### config.mk
export PLATFORM = sky130hd
export DESIGN_NAME = keypad_entry_ctrl
export DESIGN_NICKNAME = d
export VERILOG_FILES = /design/src/rtl/keypad_entry_ctrl.sv
export SDC_FILE = /design/constraint.sdc
export NUM_CORES = 1
export LEC_CHECK = 0
export CAP_MARGIN = 15
export CORE_MARGIN = 5
export CORE_UTILIZATION = 50
export DETAILED_ROUTE_END_ITERATION = 6
export PLACE_DENSITY = 0.76
export RECOVER_POWER = 25
export SYNTH_ARGS = -nofsm -noshare
export SYNTH_HDL_FRONTEND = slang
export SYNTH_SLANG_ARGS = --single-unit
### constraint.sdc
create_clock -name clk_50M -period 4.54 [get_ports clk_50M]
set_clock_uncertainty 0.1 [all_clocks]
set_input_delay 0.908 -clock clk_50M [delete_from_list [all_inputs] [get_ports clk_50M]]
set_output_delay 0.908 -clock clk_50M [all_outputs]
set_load 0.01 [all_outputs]
### src/rtl/keypad_entry_ctrl.sv
// Matrix keypad scanner with frame-based press/release debounce and a digit
// entry buffer; ENTER counts attempts, CLEAR empties the buffer.
module keypad_entry_ctrl #(
  parameter int ROWS       = 4,
  parameter int COLS       = 4,
  parameter int DIGITS     = 4,
  parameter int SCAN_DIV   = 50000,
  parameter int DEB_FRAMES = 4,
  parameter int ENTER_CODE = 15,
  parameter int CLEAR_CODE = 14
) (
  input  logic                  clk_50M,
  input  logic                  RSTn,
  input  logic [COLS-1:0]       col,
  output logic [ROWS-1:0]       row,
  output logic [3:0]            key_code,
  output logic                  key_valid,
  output logic [4*DIGITS-1:0]   entry,
  output logic [3:0]            digit_cnt,
  output logic                  enter_pulse,
  output logic [7:0]            tries
);

  localparam int                ENTRY_W    = 4 * DIGITS;
  localparam int                DIV_W      = $clog2(SCAN_DIV);
  localparam logic [DIV_W-1:0]  DWELL_LAST = DIV_W'(SCAN_DIV - 1);
  localparam logic [1:0]        ROW_LAST   = 2'(ROWS - 1);
  localparam logic [3:0]        DEB_TARGET = 4'(DEB_FRAMES);
  localparam logic [3:0]        COLS_C     = 4'(COLS);
  localparam logic [3:0]        DIGITS_C   = 4'(DIGITS);
  localparam logic [3:0]        ENTER_C    = 4'(ENTER_CODE);
  localparam logic [3:0]        CLEAR_C    = 4'(CLEAR_CODE);

  localparam logic [1:0] IDLE      = 2'd0;
  localparam logic [1:0] PRESS_DEB = 2'd1;
  localparam logic [1:0] HELD      = 2'd2;
  localparam logic [1:0] REL_DEB   = 2'd3;

  logic [DIV_W-1:0] dwell_cnt;
  logic [1:0]       row_idx;
  logic [1:0]       acc_hits;   // keys seen so far this frame, saturated at 2
  logic [3:0]       acc_code;
  logic [1:0]       state, state_n;
  logic [3:0]       deb_cnt, deb_n;
  logic [3:0]       cand, cand_n;

  logic             sample, frame_end, accept;
  logic [2:0]       row_hits, frame_hits;
  logic [1:0]       row_col;
  logic [3:0]       row_code, frame_code;
  logic             res_none, res_single;

  assign sample    = (dwell_cnt == DWELL_LAST);
  assign frame_end = sample && (row_idx == ROW_LAST);

  // NOTE: every variable gets a default at the top of a combinational block,
  // so no path can leave it unassigned and infer a latch.
  always_comb begin
    row_hits = 3'd0;
    row_col  = 2'd0;
    for (int c = 0; c < COLS; c++) begin
      if (!col[c]) begin
        row_hits = row_hits + 3'd1;
        row_col  = 2'(c);
      end
    end
  end

  assign row_code   = 4'(row_idx) * COLS_C + 4'(row_col);
  assign frame_hits = {1'b0, acc_hits} + row_hits;
  assign frame_code = (row_hits == 3'd1) ? row_code : acc_code;
  assign res_none   = (frame_hits == 3'd0);
  assign res_single = (frame_hits == 3'd1);

  // Debounce decisions happen only on the frame-end sample cycle.
  always_comb begin
    state_n = state;
    deb_n   = deb_cnt;
    cand_n  = cand;
    accept  = 1'b0;
    if (frame_end) begin
      case (state)
        IDLE: begin
          if (res_single) begin
            cand_n = frame_code;
            deb_n  = 4'd1;
            if (DEB_FRAMES == 1) begin
              accept  = 1'b1;
              state_n = HELD;
            end else begin
              state_n = PRESS_DEB;
            end
          end
        end
        PRESS_DEB: begin
          if (res_single && frame_code == cand) begin
            deb_n = deb_cnt + 4'd1;
            if (deb_cnt + 4'd1 == DEB_TARGET) begin
              accept  = 1'b1;
              state_n = HELD;
            end
          end else begin
            state_n = IDLE;
          end
        end
        HELD: begin
          if (res_none) begin
            deb_n   = 4'd1;
            state_n = (DEB_FRAMES == 1) ? IDLE : REL_DEB;
          end
        end
        default: begin
          if (res_none) begin
            deb_n = deb_cnt + 4'd1;
            if (deb_cnt + 4'd1 == DEB_TARGET) state_n = IDLE;
          end else begin
            state_n = HELD;
          end
        end
      endcase
    end
  end

  // NOTE: all state updates use non-blocking assignments so every register
  // sees the pre-edge values of the others, independent of statement order.
  always_ff @(posedge clk_50M) begin
    if (!RSTn) begin
      dwell_cnt   <= '0;
      row_idx     <= 2'd0;
      row         <= {{(ROWS-1){1'b1}}, 1'b0};
      acc_hits    <= 2'd0;
      acc_code    <= 4'd0;
      state       <= IDLE;
      deb_cnt     <= 4'd0;
      cand        <= 4'd0;
      key_code    <= 4'd0;
      key_valid   <= 1'b0;
      enter_pulse <= 1'b0;
      entry       <= '0;
      digit_cnt   <= 4'd0;
      tries       <= 8'd0;
    end else begin
      state       <= state_n;
      deb_cnt     <= deb_n;
      cand        <= cand_n;
      key_valid   <= 1'b0;
      enter_pulse <= 1'b0;

      if (sample) begin
        dwell_cnt <= '0;
        row       <= {row[ROWS-2:0], row[ROWS-1]};
        if (frame_end) begin
          row_idx  <= 2'd0;
          acc_hits <= 2'd0;
          acc_code <= 4'd0;
        end else begin
          row_idx  <= row_idx + 2'd1;
          acc_hits <= (frame_hits >= 3'd2) ? 2'd2 : frame_hits[1:0];
          acc_code <= frame_code;
        end
      end else begin
        dwell_cnt <= dwell_cnt + DIV_W'(1);
      end

      // ENTER is tested first so it wins if both command codes coincide.
      if (accept) begin
        key_valid <= 1'b1;
        key_code  <= frame_code;
        if (frame_code == ENTER_C) begin
          enter_pulse <= 1'b1;
          if (tries != 8'hFF) tries <= tries + 8'd1;
        end else if (frame_code == CLEAR_C) begin
          entry     <= '0;
          digit_cnt <= 4'd0;
        end else begin
          entry <= (entry << 4) | ENTRY_W'(frame_code);
          if (digit_cnt != DIGITS_C) digit_cnt <= digit_cnt + 4'd1;
        end
      end
    end
  end

endmodule

# Yosys cells after proc, flatten, opt, wreduce, memory -nomap -nowiden
# Cells that the tools add are included.
# totals
register_bits	72
latchBits	0
ram_bits	0
rom_bits	0
inputBits	6
output_inout_bits	38
n_memories	0
# classes
add_sub_neg	10
n_mul	0
div_mod_pow	0
n_lt_le_gt_ge	1
eq_ne	17
shift	0
n_mux	33
bitwise	3
n_reduce_logical	14
# ops
op	count
2-to-1 mux 4 bit	8
2-to-1 mux 2 bit	11
adder 16 x 1 -> 16 bit, second input constant	1
equality test 16 bit, second input constant	1
2-to-1 mux 16 bit	1
OR 16 x 4 -> 16 bit	1
one-hot mux 4 bit (3 select lines)	1
AND reduction 5 bit	2
adder 3 x 1 -> 3 bit, second input constant	3
2-to-1 mux 3 bit	3
AND reduction 3 bit	3
adder 4 x 1 -> 4 bit, second input constant	2
adder 8 x 1 -> 8 bit, second input constant	1
equality test 4 bit, second input constant	2
2-to-1 mux 1 bit	8
!= test 8 bit, second input constant	1
equality test 3 x 1 -> 1 bit, second input constant	2
!= test 2 bit, second input constant	3
one-hot mux 2 bit (3 select lines)	1
!= test 5 x 1 -> 1 bit, second input constant	1
adder 4 x 2 -> 4 bit	1
equality test 2 bit, second input constant	2
equality test 4 x 3 -> 1 bit, second input constant	1
equality test 4 bit	1
14 further kinds	17

# Longest topological paths before layout
# Gate-level depths: netlist of run 1.
# depth
word_depth	15
depth_mapped	17

# Worst setup path before layout of run 1
# OpenSTA, ideal clock, no wires.
# synth_timing
path_kind	input -> register
startpoint	in col[0]
endpoint	reg tries[7]
setup_ns	0.071
t_arrival_ns	4.719
setup_slack_ns	-0.349
cell_stages	16
path_buffers	2
cell_sequence	inv_1 ha_1 buf_6 xnor2_4 ha_1 nor2_1 a31o_2 inv_2 fa_1 xor3_1 nand3b_1 or4b_4 buf_6 or3_4 or4_1 a21oi_1
# synth_via
elab_chain_len	15
elab_cells_between_ends	18
classes_between	add/sub: 4; eq/ne: 4; mux: 8; reduce/logical: 2
# synth_rtl
element	line	source
start, declared	14	input logic [COLS-1:0] col,
2-to-1 mux 1 bit (*)	62	if (!col[c]) begin
adder 3 x 1 -> 3 bit	63	row_hits = row_hits + 3'd1;
2-to-1 mux 3 bit (*)	62	
adder 3 x 1 -> 3 bit	63	
2-to-1 mux 3 bit (*)	62	
adder 3 x 1 -> 3 bit	63	
2-to-1 mux 3 bit (*)	62	
branches (longest 7 deep; another with adder 2 x 3 -> 3 bit)	-	
AND reduction 3 bit (no line) (*)	-	
end signal, assigned	171	if (tries != 8'hFF) tries <= tries + 8'd1;
end, declared	21	output logic [7:0] tries
# Mark *: on every way between the ends.
# A chain may end at the register's enable or synchronous reset.

# Final worst setup path of run 1
# layout_timing
startpoint	in col[2]
endpoint	reg tries[7]
# layout_via
elab_chain_len	11
elab_cells_between_ends	17
classes_between	add/sub: 3; eq/ne: 4; mux: 8; reduce/logical: 2
# layout_rtl
element
branches (longest 10 deep; another with adder 3 x 1 -> 3 bit)
AND reduction 3 bit (no line) (*)
# Marked as above.

==> out/results.md, run 1 <==
| Item | Reported |
|:---|:---|
| Result of the run | finished, final reports clean |
| Number of diodes | 0 |
| Number of global-route vias before repair | 3,159 |
| Most area-consuming cells after synthesis | sky130_fd_sc_hd__dfxtp_1 (39%), sky130_fd_sc_hd__nand2_1 (5.6%), sky130_fd_sc_hd__mux2i_1 (4.6%), sky130_fd_sc_hd__nor2_1 (4.4%), sky130_fd_sc_hd__a21oi_1 (4.1%) |
| Seq/Total Area, Yosys | 0.392 |
| Area after DPL | 4430 um2 |
| Top FF cell, synth | sky130_fd_sc_hd__dfxtp_1 |
| PD cells | 285 nW/um2 |
| Commonest non-fill, non-tap cells in the layout | sky130_fd_sc_hd__dfxtp_1 (72), sky130_fd_sc_hd__nand2_1 (55), sky130_fd_sc_hd__nor2_1 (42) |
| Worst endpoint required time | 4.71 ns |
| HPWL after detailed placement | 6370 um |
| Die outline area | 9170 um2 |
| Port bufs | 43 |
| Worst IR drop on VDD | 273 uV |
| Core Footprint | 7210 um2 |
| Final-report setup violation count | 0 |
| Depth of the worst register-to-register path | 7 |
| Hold Vio Cnt, Final | 0 |
| H-tree level count | 3 |
| Number of clock sinks | 72 |
| Pins over their slew limit | 0 |
| Share of the clock period used by the worst path after layout | 0.963 |
| Leading cell type in the layout, fill and taps excluded | sky130_fd_sc_hd__dfxtp_1 |
| Origin of the critical flop-to-flop path | dwell_cnt[5] |
| Number of warnings issued by yosys | 0 |
| Layout Area Growth over Synthesis | 27.8% |
| Number of storage elements in the synthesis netlist | 72 |
| Starting Density | 0.510 |
| Worst Hold End | dwell_cnt[0] |
| Max transition margin | 0.620 |
| Y dimension of the die | 95.7 um |
| Antenna violations before repair | 0 |
| Share of layout cells above drive strength 1 | 0.160 |
| Clock latency on the worst-skew pair | 0.35 ns |
| Synth Net Count | 453 |
| EDFF count, synth | 0 |
| Worst-case register-to-register setup slack | 1.31 ns |
| Cell chosen for the clock root | sky130_fd_sc_hd__clkbuf_8 |
| Post-synthesis instance area | 3680 um2 |
| WL final | 8610 um |
| Overflow left after global routing | 0 |
| Clock network power share | 0.417 |
| Arrival time of data at the critical path endpoint | 4.54 ns |
| Switching Share | 0.241 |
| Kind of capture point of the worst setup path | flip-flop |
| Count of maximum capacitance violations | 0 |
| Critical Path, Cell by Cell | clkdlybuf4s50_1 > buf_4 > xnor2_4 > ha_1 > nor2_2 > a31o_2 > inv_2 > fa_2 > nand3b_1 > or4b_4 > or3_4 > or4_1 > a21oi_1 |
| Worst stage delay on the critical path | 0.58 ns |
| Slew at the pin closest to its max-slew limit | 0.570 ns |
| Global routing usage summed across all routing layers | 0.198 |
| Library cell contributing the largest single delay on the critical path | sky130_fd_sc_hd__or4b_4 |
| Detail-routed net length per standard cell | 14.0 um |
| Net switching power | 0.000323 W |
| Vias per cell | 5.55 |
| Dpl cells | 594 |
| Post-synthesis async set-or-reset flop share | 0 |
| Crit start category | input port |
| Path category of the worst min-delay check | flip-flop to flip-flop |
| Pin count of the biggest net entering global routing | 46 |
| Cell-internal power | 0.00101 W |
| Global-route wire length before repair | 14,400 um |
| Hold buffers post-CTS | 0 |
| Final standard cell count with taps included and fillers excluded | 613 |
| Post-route cell area | 4700 um2 |
| Via count | 3,403 |
| Number of standard cells after synthesis | 436 |
| Number of distinct standard cells referenced by the synthesized netlist | 59 |
| Remaining number of nets flagged by the antenna check after routing | 0 |
| Drt first pass iters | 4 |
| Combinational share of power | 0.108 |
| Cell type with the largest total area after synthesis | sky130_fd_sc_hd__dfxtp_1 |
| Crit Path Class | input port to flip-flop |
| Sequential share of power | 0.475 |
| Clock edge transition at the registers on the reported setup and hold paths | 0.08 ns |
| Hold Startpoint | dwell_cnt[0] |
| Final min period | 4.37 ns |
| 1st-iter DRT viols | 276 |
| Static leakage power | 1.81 nW |
| Number of I/O pins | 44 |
| Synthesized area divided by synthesized cell count | 8.43 um2 |
| Routability congestion estimate from global placement | 0.828 |
| Number of buffers inserted during clock tree synthesis | 9 |
| Clock tree from TritonCTS | built |
| Site row count | 31 |
| Fraction of post-synthesis cell area in the top cell type by area | 0.392 |
| Chip Width | 95.7 um |
| Final cell utilization of the core | 0.651 |
| Maximum count of clock buffers along a single path | 2 |
| Hold_ws | 0.358 ns |
| RSZ-0062 raised after global routing | false |
| Number of nets in the finished design | 526 |
| DRC | 0 |
| Min-Delay Path Depth | 1 |
| Max Fclk | 0.229 GHz |
| R2r endpoint | tries[7] |
| Worst-path fanout max | 5 |
metal layers:
metal  track usage  wire length [um]  share of wire
met1         0.244              3790           0.44
met2         0.343              4320           0.50
met3        0.0477               417          0.048
met4        0.0569                80         0.0093
met5             0                 0              0
repair_timing:
action | in CTS | in global routing
pin swaps | 11 | 1
setup endpoints to repair | 6 | 31
gates resized for setup | 7 | 1
setup buffers | 3 | 0
per-stage QoR:
| step | total power, W | setup slack [ns] | setup TNS (ns) |
|---|---|---|---|
| 3_3_place_gp | 0.000781 | -0.325 | -6.83 |
| 2_1_floorplan | 0.000733 | 0.00519 | 0 |
| 6_report | 0.00134 | 0.169 | 0 |
| 3_5_place_dp | 0.000785 | -0.531 | -10.67 |
| 4_1_cts | 0.00134 | 0.0791 | 0 |
| 5_1_grt | 0.00139 | 0.0259 | 0 |
kinds of logic (layout without fill, tap and decap cells):
group | after synthesis | in the layout | synth area share
xor gates and xnor gates | 18 | 18 | 0.0521
muxes | 17 | 17 | 0.0463
buffers and inverters | 35 | 113 | 0.0425
DFF | 72 | 72 | 0.392
AOI/OAI and AO/OA | 80 | 80 | 0.128
adders and majority gates | 11 | 11 | 0.0395
and+or+nand+nor | 203 | 203 | 0.300
flip-flops by register name, summed over array words and instances (netlist names), 2 cells and up:
signal / flops
row: 4
acc_code: 4
state: 2
digit_cnt: 4
deb_cnt: 4
tries: 8
cand: 4
entry: 16
row_idx: 2
acc_hits: 2
key_code: 4
dwell_cnt: 16
area by class of cell:
class / instances / area (um2)
Fill cell: 631 / 2520
Multi-Input combinational cell: 329 / 2130
Sequential cell: 72 / 1440
Timing Repair Buffer: 83 / 728
Clock buffer: 10 / 128
Tap cell: 99 / 124
Clock inverter: 6 / 92.6
Inverter: 14 / 52.6
how the worst max path moves through the flow:
| stage | start | end | slack [ns] | depth (start not counted) |
|---|---|---|---|---|
| after CTS | col[2] | tries[7] | 0.08 | 14 |
| after global placement | col[1] | deb_cnt[3] | -0.32 | 16 |
| final | col[2] | tries[7] | 0.17 | 13 |
| after floorplan | col[0] | tries[7] | 0.005 | 16 |
| after detailed placement | col[1] | deb_cnt[3] | -0.53 | 16 |
| after global routing | col[2] | tries[7] | 0.03 | 14 |
critical path: cells and delay by family:
kind                     cells  cell delay [ns]
AO/OA/AOI/OAI                2             0.36
XOR/XNOR                     1             0.15
adder cells (fa/ha/maj)      2             0.74
buffers and inverters        3             0.67
AND/OR/NAND/NOR              5             1.70
cells in the mapped netlist, drive strengths merged (3+ instances only):
cell type and n:
o31ai 3, nor2b 4, a22oi 5, a31oi 3, o21ai 26, and3 5, ha 10, mux2i 17
xnor2 6, clkbuf 16, nand4b 3, nand4 9, dfxtp 72, nand3b 5, xor2 11, nand3 23
or4 6, a21oi 30, nor2 43, or3 8, a211oi 3, nor4 5, nand2 55, inv 14
nor3 13, or2 4, or3b 3, nand2b 6, buf 5
power by group through the flow:
| stage | Sequential (W) | Clock (W) | Combinational, W |
|---|---|---|---|
| 2_1_floorplan | 0.000649 | 0 | 0.0000839 |
| 3_3_place_gp | 0.000650 | 0 | 0.000132 |
| 3_5_place_dp | 0.000650 | 0 | 0.000135 |
| 4_1_cts | 0.000635 | 0.000567 | 0.000143 |
| 5_1_grt | 0.000635 | 0.000594 | 0.000159 |
| 6_report | 0.000635 | 0.000557 | 0.000144 |
(Power assumes the default switching activity.)
==> run 2: changes to the inputs <==
Settings changed: SETUP_SLACK_MARGIN set to 0.2, SLEW_MARGIN set to 25.
==> run 2 against run 1 <==
  * The run now ends with max-capacitance violations, max-slew violations left
  * Critical path depth grew 1
  * First-iteration DRC count decreased by 42%
  * Clock power shrank 5.4%
  * Core utilization increased by 1.3 points
  * Final cell count increased by 1.1%
  * Non-clock buffer count grew 7
  * Power shrank 1.0%
  * Cell area grew 2.1%
  * Via count hardly changed
  * Setup slack better by 0.094 ns
  * Critical path type unchanged
==> out/results.md, run 2 (same netlist as run 1, synthesis figures left out) <==
| Item | Reported |
|:---|:---|
| Vias per cell | 5.49 |
| Port bufs | 43 |
| Fill count | 587 |
| PD cells | 276 nW/um2 |
| Core Footprint | 7210 um2 |
| Antenna violations before repair | 0 |
| Crit start category | input port |
| Final min period | 4.28 ns |
| Sequential cell area in the final layout | 1440 um2 |
| Pins over their slew limit | 46 |
| Max Fclk | 0.234 GHz |
| Global routing usage summed across all routing layers | 0.198 |
| HPWL after detailed placement | 6270 um |
| Met2 demand-to-capacity share in global routing | 0.349 |
| Commonest non-fill, non-tap cells in the layout | sky130_fd_sc_hd__dfxtp_1 (72), sky130_fd_sc_hd__nand2_1 (54), sky130_fd_sc_hd__buf_4 (43) |
| RSZ-0062 raised after global routing | false |
| Area after DPL | 4470 um2 |
| Number of diodes | 0 |
| Worst-path fanout max | 5 |
| Final-report setup violation count | 0 |
| Count of maximum capacitance violations | 1 |
| Post-route cell area | 4790 um2 |
| 1st-iter DRT viols | 161 |
| Detail-routed net length per standard cell | 14.1 um |
| Result of the run | finished, violations left |
| Number of nets in the finished design | 533 |
| Number of global-route vias before repair | 3,237 |
| WL final | 8750 um |
| Met1 Resource Use GR | 0.235 |
| Share of the clock period used by the worst path after layout | 0.942 |
| Overflow left after global routing | 0 |
| Die outline area | 9170 um2 |
| Kind of capture point of the worst setup path | flip-flop |
| Clock tree from TritonCTS | built |
| Routability congestion estimate from global placement | 0.827 |
| Cell chosen for the clock root | sky130_fd_sc_hd__clkbuf_8 |
| Layout Area Growth over Synthesis | 30.4% |
| Worst IR drop on VDD | 198 uV |
| Final standard cell count with taps included and fillers excluded | 620 |
| Path category of the worst min-delay check | flip-flop to flip-flop |
| Number of buffers inserted during clock tree synthesis | 9 |
| GRT busiest layer | met2 |
| DRC | 0 |
| Via count | 3,406 |
| Hold Vio Cnt, Final | 0 |
| Chip Width | 95.7 um |
| Number of I/O pins | 44 |
| Maximum count of clock buffers along a single path | 2 |
| Leading cell type in the layout, fill and taps excluded | sky130_fd_sc_hd__dfxtp_1 |
| Clock edge transition at the registers on the reported setup and hold paths | 0.07 ns |
| Max transition margin | -0.304 |
| Global-route wire length before repair | 14,400 um |
| Starting Density | 0.510 |
| Worst endpoint required time | 4.69 ns |
| Area of the multi-input gates | 2160 um2 |
| Y dimension of the die | 95.7 um |
| Dpl cells | 596 |
| Share of layout cells above drive strength 1 | 0.184 |
| Met3 layer usage reported by global route | 0.0579 |
| Static leakage power | 1.85 nW |
| Crit Path Class | input port to flip-flop |
| Arrival time of data at the critical path endpoint | 4.43 ns |
| Slew at the pin closest to its max-slew limit | 1.96 ns |
| Violated checks | max-capacitance violations, max-slew violations |
| Number of clock sinks | 72 |
| Final cell utilization of the core | 0.664 |
| Site row count | 31 |
| Pin count of the biggest net entering global routing | 46 |
| Regs by FF count | dwell_cnt (16), entry (16), tries (8) |
| Remaining number of nets flagged by the antenna check after routing | 0 |
| H-tree level count | 3 |
| Drt first pass iters | 4 |
| Clock latency on the worst-skew pair | 0.35 ns |
## run 2: cell types whose count changed in the layout (fill, tap and decap cells not counted), sizes merged
cell,delta
buf,+7
dlygate4sd2,-1
clkbuf,+3
clkdlybuf4s50,-1
bufinv,-1
clkdlybuf4s15,+1
clkinvlp,-1
## run 2: critical path, cell delays in order
cell and delay [ns]:
sky130_fd_sc_hd__clkdlybuf4s15_2 0.19, sky130_fd_sc_hd__inv_2 0.04, sky130_fd_sc_hd__ha_4 0.25, sky130_fd_sc_hd__xnor2_4 0.15, sky130_fd_sc_hd__ha_4 0.27, sky130_fd_sc_hd__nor2_2 0.03, sky130_fd_sc_hd__a31o_2 0.22, sky130_fd_sc_hd__inv_2 0.06
sky130_fd_sc_hd__fa_2 0.45, sky130_fd_sc_hd__nand3b_1 0.21, sky130_fd_sc_hd__or4b_4 0.54, sky130_fd_sc_hd__or3_4 0.44, sky130_fd_sc_hd__or4_1 0.50, sky130_fd_sc_hd__a21oi_1 0.14
## run 2: metrics by stage
stage               worst slack, ns  TNS, ns  power, W  hold WS, ns
global route                  0.164        0   0.00137        0.388
detailed placement           -0.526   -12.49  0.000786        0.342
global placement             -0.389    -8.66  0.000784        0.340
finish                        0.262        0   0.00132        0.355
floorplan                    0.0312        0  0.000735        0.318
CTS                           0.212        0   0.00132        0.360
## run 2: worst paths after layout
path / from / endpoint / slack (ns) / depth (start not counted)
max reg2reg: dwell_cnt[5] / tries[7] / 1.19 / 7
max: col[0] / tries[7] / 0.26 / 14
min: dwell_cnt[0] / dwell_cnt[0] / 0.35 / 1
min reg2reg: dwell_cnt[0] / dwell_cnt[0] / 0.35 / 1
## run 2: area by class of cell
| type | instances | area share |
|---|---|---|
| Multi-Input combinational cell | 329 | 0.451 |
| Inverter | 14 | 0.0136 |
| Clock buffer | 12 | 0.0324 |
| Tap cell | 99 | 0.0258 |
| Clock inverter | 4 | 0.0107 |
| Timing Repair Buffer | 90 | 0.166 |
| Sequential cell | 72 | 0.301 |
## run 2: routing by layer
layer / up-vias / share of wire
li1: 1713 / -
met1: 1612 / 0.43
met2: 71 / 0.51
met3: 10 / 0.047
met4: 0 / 0.012
met5: - / 0
## run 2: power by group
group	total (W)	switching (W)	internal, W
combinational	0.000161	0.0000818	0.0000790
clock	0.000527	0.000242	0.000285
sequential	0.000635	0.00000187	0.000633
total	0.00132	0.000326	0.000997
## run 2: timing repair
item / 4_1_cts / 5_1_grt
endpoints found under the setup margin: 38 / 38
pin swaps: 13 / 7
hold endpoints to repair: 0 / 0
buffers inserted: 7 / 1
resized for setup: 12 / 8
hold buffers: 0 / 0
==> run 3: changes to the inputs <==
Settings changed: CORE_MARGIN 5 to 2, CTS_BUF_LIST set to sky130_fd_sc_hd__clkbuf_16.
==> run 3 against run 2 <==
  * The run still ends with max-capacitance violations, max-slew violations left
  * Setup slack improved by 0.013 ns
  * Global-route usage increased by 3.3 points
  * Critical endpoint is now deb_cnt[3]
  * Maximum frequency up 0.30%
  * Combinational power increased by 2%
  * Count of clock-buffer cells in the layout shrank 3
  * Sequential power about the same
==> out/results.md, run 3 (same netlist as run 1, synthesis figures left out) <==
| Item | Reported |
|:---|:---|
| Final cell utilization of the core | 0.674 |
| Regs by FF count | dwell_cnt (16), entry (16), tries (8) |
| Area after DPL | 4430 um2 |
| Clock tree from TritonCTS | built |
| Pin count of the biggest net entering global routing | 46 |
| Worst IR drop on VDD | 243 uV |
| Global routing usage summed across all routing layers | 0.231 |
| 1st-iter DRT viols | 159 |
| Number of global-route vias before repair | 3,386 |
| H-tree level count | 3 |
| Crit Path Class | input port to flip-flop |
| WL final | 9220 um |
| Result of the run | finished, violations left |
| Cell chosen for the clock root | sky130_fd_sc_hd__clkbuf_16 |
| CP dominant cell by count | sky130_fd_sc_hd__buf_4 |
| Critical Path, Cell by Cell | buf_6 > buf_8 > inv_12 > ha_4 > xnor2_4 > ha_4 > nor2_4 > a31o_4 > inv_2 > fa_2 > nand3b_1 > buf_4 > buf_4 > buf_4 > a221oi_4 > inv_2 > or4_1 > a311o_1 > o221ai_2 |
| Chip Width | 89.7 um |
| Antenna violations before repair | 0 |
| Post-route cell area | 4830 um2 |
| Path category of the worst min-delay check | flip-flop to flip-flop |
| Number of buffers inserted during clock tree synthesis | 9 |
| Number of diodes | 0 |
| Worst endpoint required time | 4.69 ns |
| Remaining number of nets flagged by the antenna check after routing | 0 |
| HPWL after detailed placement | 6330 um |
| Share of layout cells above drive strength 1 | 0.172 |
| Routability congestion estimate from global placement | 0.828 |
| Core Footprint | 7180 um2 |
| Number of nets in the finished design | 528 |
| Static leakage power | 1.87 nW |
| Crit path buffers/inverters | 8 |
| Detail-routed net length per standard cell | 15.0 um |
| Max transition margin | -0.326 |
| Summed negative setup slack over all endpoints | 0 ns |
| PD cells | 292 nW/um2 |
| Global-route wire length before repair | 15,500 um |
| Starting Density | 0.512 |
| Max Fclk | 0.234 GHz |
| Slew at the pin closest to its max-slew limit | 1.99 ns |
| Pins over their slew limit | 46 |
| Y dimension of the die | 89.7 um |
| Via count | 3,456 |
| Number of clock sinks | 72 |
| DRC | 0 |
| Site row count | 31 |
| Arrival time of data at the critical path endpoint | 4.41 ns |
| Maximum count of clock buffers along a single path | 2 |
| Final min period | 4.26 ns |
| Commonest non-fill, non-tap cells in the layout | sky130_fd_sc_hd__dfxtp_1 (72), sky130_fd_sc_hd__nand2_1 (54), sky130_fd_sc_hd__nor2_1 (42) |
| Overflow left after global routing | 0 |
| Violated checks | max-capacitance violations, max-slew violations |
| Library cell contributing the largest single delay on the critical path | sky130_fd_sc_hd__fa_2 |
| Port bufs | 43 |
| Overall Power | 0.00141 W |
| Drt first pass iters | 5 |
| Vias per cell | 5.62 |
| Final-report setup violation count | 0 |
| Layout Area Growth over Synthesis | 31.5% |
| RSZ-0062 raised after global routing | false |
| Clock edge transition at the registers on the reported setup and hold paths | 0.05 ns |
| Crit start category | input port |
| Worst stage delay on the critical path | 0.47 ns |
| Share of the clock period used by the worst path after layout | 0.939 |
| Die outline area | 8050 um2 |
| Count of maximum capacitance violations | 1 |
| Clock latency on the worst-skew pair | 0.32 ns |
| Kind of capture point of the worst setup path | flip-flop |
| Worst path top cell family by delay | adder cells |
| Leading cell type in the layout, fill and taps excluded | sky130_fd_sc_hd__dfxtp_1 |
| Hold Vio Cnt, Final | 0 |
| Worst-path fanout max | 3 |
| Number of I/O pins | 44 |
-- run 3: path summary, 6_finish.rpt --
path                       end  slack, ns    startpoint  depth (start not counted)
setup / recovery    deb_cnt[3]       0.28        col[1]                         19
hold / removal    dwell_cnt[0]       0.36  dwell_cnt[0]                          1
setup reg to reg      tries[7]       1.15  dwell_cnt[5]                          7
hold reg to reg   dwell_cnt[0]       0.36  dwell_cnt[0]                          1
-- run 3: worst reg2reg max path: cells and delay by family, from the launching register on --
kind | cells | cell delay [ns]
and+or+nand+nor | 6 | 2.75
AOI/OAI and AO/OA | 1 | 0.14
DFF | 1 | 0.32
-- run 3: cell type report --
type                            instances  area, um2
Sequential cell                        72       1440
Fill cell                             578       2340
Inverter                               14       65.1
Clock buffer                            9        225
Timing Repair Buffer                   85        744
Clock inverter                          7       32.5
Tap cell                               99        124
Multi-Input combinational cell        329       2200
-- run 3: what timing repair did --
item	4_1_cts	5_1_grt
hold buffers	0	0
setup endpoints to repair	38	31
pin swaps	15	5
setup buffers	5	2
resized for setup	19	9
-- run 3: layer usage --
layer  part of all wire  global-route usage
met1               0.41               0.270
met2               0.52               0.413
met3              0.047              0.0570
met4              0.021              0.0782
met5                  0                   0
-- run 3: metrics by stage --
stage / cells / hold WS [ns] / worst slack, ns
2_1_floorplan: 436 / 0.318 / 0.0312
3_3_place_gp: 592 / 0.328 / -0.394
3_5_place_dp: 592 / 0.352 / -0.532
4_1_cts: 613 / 0.360 / 0.198
5_1_grt: 615 / 0.378 / 0.149
6_report: 615 / 0.361 / 0.275
-- run 3: where the power goes --
| group | internal (W) | switching [W] | total [W] |
|---|---|---|---|
| clock network | 0.000359 | 0.000251 | 0.000611 |
| registers | 0.000634 | 0.00000204 | 0.000636 |
| logic | 0.0000792 | 0.0000862 | 0.000165 |
| total | 0.00107 | 0.000340 | 0.00141 |
